--- config.mk ---
export PLATFORM = sky130hd
export DESIGN_NAME = div_sequencer_flat
export DESIGN_NICKNAME = d
export VERILOG_FILES = /design/src/rtl/div_sequencer_if.sv /design/src/rtl/div_sequencer.sv /design/src/flat_wrapper.sv
export SDC_FILE = /design/constraint.sdc
export NUM_CORES = 1
export LEC_CHECK = 0
export ABC_AREA = 1
export BUFFER_PORTS_ARGS = -buffer_cell sky130_fd_sc_hd__clkbuf_2
export CORE_AREA = 2 2 39 41
export DETAILED_ROUTE_END_ITERATION = 8
export DIE_AREA = 0 0 41 43
export HOLD_SLACK_MARGIN = 0.12
export SETUP_SLACK_MARGIN = 0.5
export SLEW_MARGIN = 40
export SYNTH_ARGS = -nofsm -noshare
export SYNTH_HDL_FRONTEND = slang
export SYNTH_SLANG_ARGS = --single-unit
--- constraint.sdc ---
create_clock -name clk -period 1.2 [get_ports clk]
set_input_delay 0.12 -clock clk [delete_from_list [all_inputs] [get_ports clk]]
set_output_delay 0.12 -clock clk [all_outputs]
set_load 0.02 [all_outputs]
--- src/rtl/div_sequencer_if.sv ---
// Handshake bundle between the EX-stage pipeline control and the divide
// sequencer. The pipeline side is the master: it presents the DIV request
// and the divisor-zero qualifier, and consumes the stall/divider/HiLo controls.
interface div_sequencer_if;
  logic       div_req;
  logic       divisor_zero;
  logic       stall;
  logic       div_rst;
  logic       hilo_we;
  logic       busy;
  logic       dz_err;
  logic [5:0] cnt;

  modport master (
    output div_req, divisor_zero,
    input  stall, div_rst, hilo_we, busy, dz_err, cnt
  );

  modport slave (
    input  div_req, divisor_zero,
    output stall, div_rst, hilo_we, busy, dz_err, cnt
  );
endinterface

--- src/rtl/div_sequencer.sv ---
// Multi-cycle DIV/DIVU sequencer. It freezes the front of the pipeline while
// an iterative divider runs for DIV_CYCLES cycles, then pulses the HiLo write
// in the same cycle the DIV is released from EX. A zero divisor skips the
// divider entirely and raises a sticky error flag instead of touching HiLo.
// DIV_CYCLES must lie in 2..63 so the count fits the 6-bit cnt output.
module div_sequencer #(
  parameter int DIV_CYCLES = 32
) (
  input  logic           clk,
  input  logic           rst,
  div_sequencer_if.slave bus
);

  typedef enum logic [1:0] {
    IDLE,
    RUN,
    WRITE,
    DZ
  } state_t;

  localparam logic [5:0] LAST_CNT = 6'(DIV_CYCLES - 1);

  state_t     state_reg, state_next;
  logic [5:0] cnt_reg, cnt_next;
  logic       dz_err_reg, dz_err_next;

  logic       stall_c;
  logic       div_rst_c;
  logic       hilo_we_c;

  // State, iteration count and sticky error flag register.
  always_ff @(posedge clk) begin
    if (rst) begin
      state_reg  <= IDLE;
      cnt_reg    <= 6'd0;
      dz_err_reg <= 1'b0;
    end else begin
      state_reg  <= state_next;
      cnt_reg    <= cnt_next;
      dz_err_reg <= dz_err_next;
    end
  end

  // Next-state logic and control decode; stall/div_rst in IDLE depend on the
  // live request so the DIV is frozen in EX from its very first cycle.
  always_comb begin
    state_next  = state_reg;
    cnt_next    = cnt_reg;
    dz_err_next = dz_err_reg;
    stall_c     = 1'b0;
    div_rst_c   = 1'b0;
    hilo_we_c   = 1'b0;

    case (state_reg)
      IDLE: begin
        if (bus.div_req) begin
          stall_c = 1'b1;
          if (bus.divisor_zero) begin
            state_next = DZ;
          end else begin
            div_rst_c  = 1'b1;
            state_next = RUN;
            cnt_next   = 6'd0;
          end
        end
      end
      RUN: begin
        // The request may drop here; the divider is already committed.
        stall_c = 1'b1;
        if (cnt_reg == LAST_CNT) begin
          state_next = WRITE;
          cnt_next   = 6'd0;
        end else begin
          cnt_next = cnt_reg + 6'd1;
        end
      end
      WRITE: begin
        // Releasing stall here lets the DIV leave EX on the HiLo write edge,
        // so a following MFHI/MFLO reads the fresh value without extra stall.
        hilo_we_c  = 1'b1;
        state_next = IDLE;
      end
      DZ: begin
        dz_err_next = 1'b1;
        state_next  = IDLE;
      end
      default: begin
        state_next = IDLE;
        cnt_next   = 6'd0;
      end
    endcase
  end

  // Pipeline controls are forced inactive while reset is held so an aborted
  // DIV can never leak a stall, restart or HiLo write.
  assign bus.stall   = stall_c   & ~rst;
  assign bus.div_rst = div_rst_c & ~rst;
  assign bus.hilo_we = hilo_we_c & ~rst;
  assign bus.busy    = (state_reg != IDLE) & ~rst;
  assign bus.dz_err  = dz_err_reg;
  assign bus.cnt     = cnt_reg;

endmodule

--- src/flat_wrapper.sv ---
// flat-port wrapper written by rule: the top's interface ports become plain ports
module div_sequencer_flat 
#(
  parameter int DIV_CYCLES = 32
)
  (clk, rst, bus_div_req, bus_divisor_zero, bus_stall, bus_div_rst, bus_hilo_we, bus_busy, bus_dz_err, bus_cnt);
  div_sequencer_if bus_i ();
  input  logic clk;
  input  logic rst;
  input wire logic [$bits(bus_i.div_req)-1:0] bus_div_req;
  input wire logic [$bits(bus_i.divisor_zero)-1:0] bus_divisor_zero;
  output wire logic [$bits(bus_i.stall)-1:0] bus_stall;
  output wire logic [$bits(bus_i.div_rst)-1:0] bus_div_rst;
  output wire logic [$bits(bus_i.hilo_we)-1:0] bus_hilo_we;
  output wire logic [$bits(bus_i.busy)-1:0] bus_busy;
  output wire logic [$bits(bus_i.dz_err)-1:0] bus_dz_err;
  output wire logic [$bits(bus_i.cnt)-1:0] bus_cnt;
  assign bus_i.div_req = bus_div_req;
  assign bus_i.divisor_zero = bus_divisor_zero;
  assign bus_stall = bus_i.stall;
  assign bus_div_rst = bus_i.div_rst;
  assign bus_hilo_we = bus_i.hilo_we;
  assign bus_busy = bus_i.busy;
  assign bus_dz_err = bus_i.dz_err;
  assign bus_cnt = bus_i.cnt;
  div_sequencer #(.DIV_CYCLES(DIV_CYCLES)) u_core (.clk(clk), .rst(rst), .bus(bus_i));
endmodule
==> impl_metrics.env <==
export IMPL_syn_num_nets=80
export IMPL_leakage_nw=0.390
export IMPL_synthCells=75
export IMPL_clk_path_buf_depth=2
export IMPL_rsz0062_at_grt="yes"
export IMPL_vdd_drop_max_uv=664
export IMPL_vias=586
export IMPL_cp_slowest_cell="dfxtp_4"
export IMPL_cts_buffers=3
export IMPL_first_iter_violations=7
export IMPL_syn_cell_area_sq_um=510
export IMPL_drc=0
export IMPL_cts_clk_slew_worst_paths_ns=0.07
export IMPL_ys_ff_latch=9
export IMPL_relSlewSlack_pct=84.6
export IMPL_worst_slew_pin_slew_ns=0.232
export IMPL_die_area_sq_mm=0.00176
export IMPL_cap_violations=0
export IMPL_cp_cell_sequence="buf_4 > nor2_4 > nor2_1 > buf_4"
export IMPL_hold_path_class="in2reg"
export IMPL_cts_tree="done"
export IMPL_p_per_area_mw_per_mm2=1330
export IMPL_antenna_left=0
export IMPL_setup_worst_path_class="reg2out"
export IMPL_final_common_cell="buf_4"
export IMPL_core_area_sq_mm=0.00138
export IMPL_fillCellCount=119
export IMPL_wl_per_cell_microns=12.8
export IMPL_nets=106
export IMPL_initial_core_util_pct=36.9
export IMPL_syn_avg_cell_area_sq_um=6.81
export IMPL_viasPerCell=5.05
export IMPL_yosys_top_cells_area="dfxtp_1, nand2_1, nor2_1, nand3_1, inv_1"
export IMPL_root_buffer="clkbuf_4"
export IMPL_syn_to_final_growth_pct=79.2
export IMPL_grt_usage_pct=20.1
export IMPL_largest_register_ffs=6
export IMPL_fin_skew_ns=0.00514
export IMPL_endpoint_kind="output port"
export IMPL_multi_input_area_sq_um=399
export IMPL_clock_latency_ns=0.27
export IMPL_htreeDepth=1
export IMPL_hold_viol=0
export IMPL_routabilityCongestion=0.736
export IMPL_slew_violations=0
export IMPL_worstPathArrival_ns=1.11
export IMPL_utilization_pct=66.1
export IMPL_yosysUniqueCellTypes=21
export IMPL_synth_seq_area_share_pct=35.3
export IMPL_grt_overflow=0
export IMPL_drt_wl_total_mm=1.49
export IMPL_grt_pass1_vias=528
export IMPL_yosysWarnings=0
export IMPL_required_ns=1.08
export IMPL_drive_above_1_share_pct=59.0
export IMPL_grt_max_degree=11
export IMPL_antenna_found_initial=0
export IMPL_rows=14
export IMPL_netlist_area_leader_share_pct=35.3
export IMPL_setup_viol=4
export IMPL_crit_fanout=3
export IMPL_seq_area_sq_um=209
export IMPL_design_portCount=15
export IMPL_violations="setup timing"
export IMPL_start_kind="flip-flop"
export IMPL_most_common_layout_cells="buf_4, nor2_1, nand2_1"
export IMPL_hpwl_microns=782
export IMPL_max_stage_delay_ns=0.36
export IMPL_finalPower_mw=1.22
export IMPL_crit_buf_inv=2
export IMPL_antenna_diode_count=0
export IMPL_path_common_cell="buf_4"
export IMPL_clock_sinks=9
export IMPL_worst_slack_ns=-0.0305
export IMPL_dr_pass1_iters=4
export IMPL_io_buffers=14
export IMPL_post_synth_top_area_cell="dfxtp_1"
export IMPL_min_period_ns=1.23
export IMPL_status="complete, but fails checks"
export IMPL_grt_pass1_wl_mm=2.26
export IMPL_maxClockFrequency_mhz=813
export IMPL_cp_top_family="flip-flops"
export IMPL_fp_dieW_microns=41
export IMPL_die_y_microns=43
export IMPL_finalCritPeriodShare_pct=103
==> synthesized netlist by cell type <==
master / count
nor4_1: 1
or2_2: 1
o21bai_1: 1
o21ai_2: 1
nand2_2: 3
dfxtp_1: 9
nand2_1: 17
nor2_2: 1
xor2_1: 1
inv_1: 7
nor2_1: 9
clkbuf_1: 1
o21ai_0: 1
inv_2: 3
nor3_1: 1
a21oi_1: 5
ha_1: 1
nand3_1: 6
nand3_2: 1
nand4_1: 3
nand2_4: 2
==> through the flow <==
stage	TNS (ns)	cell area, sq um	worst slack (ns)	hold WS [ns]	cells
floorplan	0	564	0.101	0.292	75
global placement	0	651	0.130	0.447	104
detailed placement	0	651	0.107	0.451	104
CTS	-0.00432	876	-0.00432	0.154	116
global route	-0.307	915	-0.0595	0.178	116
finish	-0.0466	915	-0.0305	0.166	116
==> metal layers <==
layer	part of all wire (%)	track usage (%)	up-vias
met2	48	28.7	26
met3	5.2	3.66	7
met4	5.0	18.7	0
met1	42	23.5	258
met5	0	0	-
li1	-	-	295
==> timing repair <==
action                     in CTS  in global routing
gates resized for setup        37                 16
setup endpoints to repair      19                 20
buffers inserted                8                  0
pin swaps                      10                  3
hold buffers                    0                  0
gates cloned                    0                  0
==> report_power, final <==
group	internal, mW	switching [mW]	leakage, nW
registers	0.332	0.0473	0.0793
clock network	0.129	0.124	0.0150
logic	0.265	0.321	0.296
==> path summary, 6_finish.rpt <==
check                                         start           endpoint  slack, ns  cells after the start
worst min-delay path                            rst  u_core.bus.cnt[4]       0.17                      2
worst max register to register  u_core.state_reg[1]  u_core.bus.cnt[3]      -0.01                      9
worst max-delay path            u_core.state_reg[1]           bus_busy      -0.03                      4
worst min register to register    u_core.bus.dz_err  u_core.bus.dz_err       0.50                      2
==> area by class of cell <==
cell class	count	share of cell area, %
flip-flops and latches	9	22.8
multi-input cells	55	43.6
inverters	10	4.65
repair buffers	22	23.8
clock buffers	4	2.87
well taps	16	2.19
==> cell families after synthesis <==
family,Yosys count,synth area share [%]
adder cells (fa/ha/maj),1,2.45
XOR/XNOR,1,1.72
flip-flops,9,35.3
buffers and inverters,11,8.09
AND/OR/NAND/NOR,45,43.4
AO/OA/AOI/OAI,8,9.07
Note: power is estimated with default switching activity, not from simulation.
